==> src/rtl/tohost_pkg.sv <==
// Shared encodings and defaults for the tohost end-of-test monitor.
// Used by the RTL and by benches that need the same tohost address.
package tohost_pkg;

    typedef enum logic [1:0] {
        ST_RUN     = 2'd0,
        ST_PASS    = 2'd1,
        ST_FAIL    = 2'd2,
        ST_TIMEOUT = 2'd3
    } status_e;

    localparam logic [31:0] TOHOST_ADDR_DEFAULT = 32'h0000_1000;

endpackage

==> src/rtl/tohost_watchdog.sv <==
// Saturating run-cycle counter with a terminal-count compare.
// expired is high during the last permitted enabled cycle.
module tohost_watchdog #(
    parameter int unsigned CNT_W          = 32,
    parameter int unsigned TIMEOUT_CYCLES = 1000000
) (
    input  logic             clk,
    input  logic             rst_n,
    input  logic             en,
    output logic [CNT_W-1:0] count,
    output logic             expired
);

    // Compared at 64 bits so a timeout beyond the counter range simply never fires.
    localparam logic [63:0] LAST_CYCLE = 64'(TIMEOUT_CYCLES) - 64'd1;

    always_ff @(posedge clk or negedge rst_n) begin
        if (!rst_n) begin
            count <= '0;
        end else if (en && (count != '1)) begin
            count <= count + CNT_W'(1);
        end
    end

    assign expired = en && (64'(count) == LAST_CYCLE);

endmodule

==> src/rtl/tohost_monitor.sv <==
// End-of-test detector: snoops stores to the tohost word and latches
// PASS / FAIL / TIMEOUT, freezing the cycle count and raising halt.
module tohost_monitor
    import tohost_pkg::*;
#(
    parameter logic [31:0] TOHOST_ADDR    = TOHOST_ADDR_DEFAULT,
    parameter int unsigned TIMEOUT_CYCLES = 1000000,
    parameter int unsigned CNT_W          = 32,
    parameter int unsigned BLINK_BIT      = 23
) (
    input  logic             sys_clk,
    input  logic             sys_rst_n,
    input  logic [3:0]       mem_we,
    input  logic [31:0]      mem_addr,
    input  logic [31:0]      mem_wdata,
    output logic             halt,
    output logic [1:0]       test_status,
    output logic [31:0]      fail_code,
    output logic [CNT_W-1:0] cycle_count,
    output logic [3:0]       led
);

    status_e state_q, state_d;
    logic    run;
    logic    hit;
    logic    expired;
    logic    unused_addr_bits;

    assign run = (state_q == ST_RUN);

    // Byte lanes within the tohost word are irrelevant: any store to it hits.
    assign hit = (|mem_we) && (mem_addr[31:2] == TOHOST_ADDR[31:2]) && (mem_wdata != '0);
    assign unused_addr_bits = ^mem_addr[1:0];

    tohost_watchdog #(
        .CNT_W          (CNT_W),
        .TIMEOUT_CYCLES (TIMEOUT_CYCLES)
    ) u_watchdog (
        .clk     (sys_clk),
        .rst_n   (sys_rst_n),
        .en      (run),
        .count   (cycle_count),
        .expired (expired)
    );

    always_ff @(posedge sys_clk or negedge sys_rst_n) begin
        if (!sys_rst_n) begin
            state_q <= ST_RUN;
        end else begin
            state_q <= state_d;
        end
    end

    // A hit in the final watchdog cycle takes priority over the timeout.
    always_comb begin
        state_d = state_q;
        if (run) begin
            if (hit) begin
                state_d = (mem_wdata == 32'd1) ? ST_PASS : ST_FAIL;
            end else if (expired) begin
                state_d = ST_TIMEOUT;
            end
        end
    end

    always_ff @(posedge sys_clk or negedge sys_rst_n) begin
        if (!sys_rst_n) begin
            fail_code <= '0;
        end else if (run && hit && (mem_wdata != 32'd1)) begin
            fail_code <= {1'b0, mem_wdata[31:1]};
        end
    end

    always_comb begin
        halt        = !run;
        test_status = state_q;
        led         = 4'b0000;
        case (state_q)
            ST_RUN:     led[0] = cycle_count[BLINK_BIT];
            ST_PASS:    led[1] = 1'b1;
            ST_FAIL:    led[2] = 1'b1;
            ST_TIMEOUT: led[3] = 1'b1;
            default:    led    = 4'b0000;
        endcase
    end

endmodule

==> config.mk <==
export PLATFORM = sky130hd
export DESIGN_NAME = tohost_monitor
export DESIGN_NICKNAME = d
export VERILOG_FILES = /design/src/rtl/tohost_pkg.sv /design/src/rtl/tohost_watchdog.sv /design/src/rtl/tohost_monitor.sv
export SDC_FILE = /design/constraint.sdc
export NUM_CORES = 1
export LEC_CHECK = 0
export CAP_MARGIN = 20
export CORE_MARGIN = 3
export CORE_UTILIZATION = 38
export CTS_BUF_LIST = sky130_fd_sc_hd__clkbuf_2 sky130_fd_sc_hd__clkbuf_4 sky130_fd_sc_hd__clkbuf_8
export DETAILED_ROUTE_END_ITERATION = 16
export GPL_ROUTABILITY_DRIVEN = 0
export PLACE_DENSITY = 0.88
export SYNTH_ARGS = -nofsm -noshare
export SYNTH_HDL_FRONTEND = slang
export SYNTH_SLANG_ARGS = --single-unit
==> constraint.sdc <==
create_clock -name sys_clk -period 1.97 [get_ports sys_clk]
set_input_delay 0.394 -clock sys_clk [delete_from_list [all_inputs] [get_ports sys_clk]]
set_output_delay 0.394 -clock sys_clk [all_outputs]
set_load 0.02 [all_outputs]
==> reports/qor.csv <==
stage,metric,value,unit
outcome,status,"finished, violations left",
outcome,failing checks,negative setup slack,
logic_synthesis,syn nets,322,
floorplan,Die H,95.1,um
logic_synthesis,Yosys warning total,0,
clocking,clock-pin slew on the worst setup and hold paths,0.08,ns
global_route,overflow left after global routing,0,
clocking,clk buf depth,2,
floorplan,Starting Density,0.403,
logic_synthesis,Mean Syn Cell Area,12.0,um^2
logic_synthesis,"top cells by area, synth","dfrtp_1, mux2_2, xnor2_1, nand4_1, nor4_1",
power,leak pwr,2.48,nW
power,share of total power in combinational logic,0.075,
setup_path,crit-path max cell delay,0.56,ns
logic_synthesis,top-count cell post-synth,dfrtp_1,
power,Worst VDD drop,0.297,mV
power,sequential group share of total power,0.519,
detailed_routing,WL final,10100,um
detailed_routing,number of vias per cell,5.19,
sta,Fin Clk Skew,0.00756,ns
logic_synthesis,top post-synthesis cells by count,"dfrtp_1, mux2_2, xnor2_1",
detailed_routing,post-route ant nets,0,
sta,final worst slack,-0.121,ns
detailed_routing,initial drt markers,109,
global_route,global-route wire length before repair,15400,um
setup_path,Crit. End Element,flop,
placed_design,placed inst area,0.00497,mm^2
detailed_routing,drt drc,0,
layout,total of fill cells in the finished design,489,
clocking,CTS buffer count,9,
placed_design,Port-buffer cells,137,
power,clock power share,0.407,
global_route,initial antenna violation count,0,
power,sw power,631,uW
floorplan,die area,0.00905,mm^2
power,Power Dens Cells,458,mW/mm^2
layout,post-route cell area,0.00561,mm^2
setup_path,CP arrival,2.32,ns
layout,# diodes,0,
floorplan,Placeable Area,0.00749,mm^2
logic_synthesis,sequential area share after synthesis,0.539,
clocking,CTS HTree Levels,3,
floorplan,num ports,141,
power,Internal,1.94,mW
sta,f_max,478,MHz
detailed_routing,Wirelength per Cell,17.7,um
logic_synthesis,post-synthesis cell count,251,
logic_synthesis,ys async rst share,1.00,
sta,unrepaired setup endpoints after global routing,true,
layout,Final nets,538,
detailed_routing,vias,2965,
logic_synthesis,Yosys reg bits,65,
setup_path,"critical path, cell by cell",nor2_4 > inv_2 > or4_4 > a2111oi_4 > or3b_4 > xnor2_2,
logic_synthesis,Synth area leader,dfrtp_1,
setup_path,critical path class,flop to flop,
layout,layout cell share with drive strength beyond 1,0.377,
sta,Final TNS setup,-0.437,ns
logic_synthesis,Post-synth EDFFs,0,
floorplan,Die X-Extent,95.1,um
worst_hold_path,Hold WC Path Type,primary input to flop,
sta,final setup vio count,29,
setup_path,Crit path required time,2.20,ns
setup_path,CP Launch Type,flop,
sta,"Slew Viols, Final",0,
setup_path,Critical Path Slowest Stage Cell,or4_4,
floorplan,num rows,31,
clocking,Clock Sinks,65,
global_route,largest net degree at the start of global routing,32,
logic_synthesis,Netlist Area Pre-Place,0.00302,mm^2
logic_synthesis,Synth top area share,0.539,
sta,final worst path period share,1.06,
clocking,clock root buffer,clkbuf_8,
layout,P&R area growth vs syn,85.9,%
setup_path,CP Max Fanout,4,
run,max-cap violations,0,
clocking,latest clock arrival within the worst-skew pair,0.34,ns
power,switch share,0.246,
sta,Final Critical Period,2.09,ns
logic_synthesis,ys flop type,dfrtp_1,
sta,endpoints failing hold,0,
logic_synthesis,Synth cell types,41,
detailed_routing,Initial DRT Pass Iterations,4,
global_route,gr usage total,0.221,
clocking,CTS tree,built,
placed_design,hpwl dp,7040,um
global_route,vias in the first global route,3139,
## stage by stage
stage	instances	total power, mW	setup slack (ns)	util	hold slack (ns)
5_1_grt	571	2.65	-0.189	0.750	0.358
3_5_place_dp	540	1.56	-0.532	0.664	0.358
6_report	571	2.57	-0.121	0.750	0.353
4_1_cts	568	2.57	-0.0964	0.723	0.444
3_3_place_gp	540	1.55	-0.485	0.664	0.348
2_1_floorplan	251	1.37	-0.233	-	0.0984
## sequential cells by signal (all words and copies together), names as in the netlist
signal / count
fail_code: 31
test_status: 2
u_watchdog.count: 32
## power by group through the flow
stage	clock [mW]	sequential, mW	combinational (mW)
2_1_floorplan	0	1.36	0.0118
4_1_cts	1.05	1.33	0.186
3_5_place_dp	0	1.36	0.197
6_report	1.04	1.33	0.192
5_1_grt	1.11	1.33	0.207
3_3_place_gp	0	1.36	0.193
## placed cells by master (no fill, tap or decap), types with 6 or more instances in the layout
master	Yosys	final
nand2_1	10	7
nor4_1	17	8
nand3_1	11	9
buf_4	1	62
clkbuf_8	0	10
buf_6	0	6
mux2_4	0	31
or4_4	1	7
nor2_1	13	8
nand4_1	19	19
dlygate4sd2_1	0	24
nor4_2	0	8
clkdlybuf4s50_1	0	89
clkdlybuf4s15_1	0	9
dfrtp_1	65	58
xnor2_1	25	23
dfrtp_2	0	7
dlymetal6s2s_1	0	8
## routing by layer
metal / GRT usage / vias to the layer above / wire length (um)
met5: 0 / - / 0
met4: 0.0793 / 0 / 160
met3: 0.0505 / 15 / 534
met2: 0.383 / 103 / 5140
met1: 0.267 / 1470 / 4280
li1: - / 1377 / -
## layout make-up
class	instances	area, um^2	share of cell area
timing repair buffer	211	1980	0.353
tap	99	124	0.0221
multi-input combinational	175	1670	0.298
clock buffer	10	138	0.0245
inverter	5	18.8	0.00334
sequential	65	1640	0.291
clock inverter	6	43.8	0.00780
## worst paths after layout
| path | slack, ns | from | cells after the start | end |
|---|---|---|---|---|
| setup / recovery | -0.12 | test_status[1] | 6 | u_watchdog.count[31] |
| hold / removal | 0.35 | mem_wdata[23] | 2 | fail_code[22] |
| setup reg to reg | -0.12 | test_status[1] | 6 | u_watchdog.count[31] |
| hold reg to reg | 0.51 | fail_code[5] | 1 | fail_code[5] |
| max in group asynchronous | 0.80 | sys_rst_n | 3 | test_status[0] |
| min in group asynchronous | 0.55 | sys_rst_n | 2 | u_watchdog.count[17] |
## worst max-delay path: cells and delay by family (launching register included)
| family | cells | cell delay, ns |
|---|---|---|
| and+or+nand+nor | 3 | 1.11 |
| DFF | 1 | 0.43 |
| AOI/OAI and AO/OA | 1 | 0.24 |
| xor gates and xnor gates | 1 | 0.14 |
| buffers and inverters | 1 | 0.06 |
## logic make-up (layout without fill, tap and decap cells)
kind of cell,count (synthesis),in the layout,synth area share
xor+xnor,29,29,0.0841
buf+inv,11,232,0.0162
flops,65,65,0.539
other cells,1,1,0.00124
fa+ha+maj,1,1,0.00414
simple gates,100,100,0.198
mux,32,32,0.119
compound gates,12,12,0.0385
## what timing repair did
| item | 4_1_cts | 5_1_grt |
|---|---|---|
| hold endpoints to repair | 16 | 0 |
| gates resized for setup | 81 | 72 |
| pin swaps | 3 | 25 |
| setup endpoints to repair | 53 | 49 |
| setup buffers | 9 | 4 |
| cloned | 2 | 1 |
| hold buffers | 1 | 0 |
No activity file was read; power rests on OpenSTA's default activity.
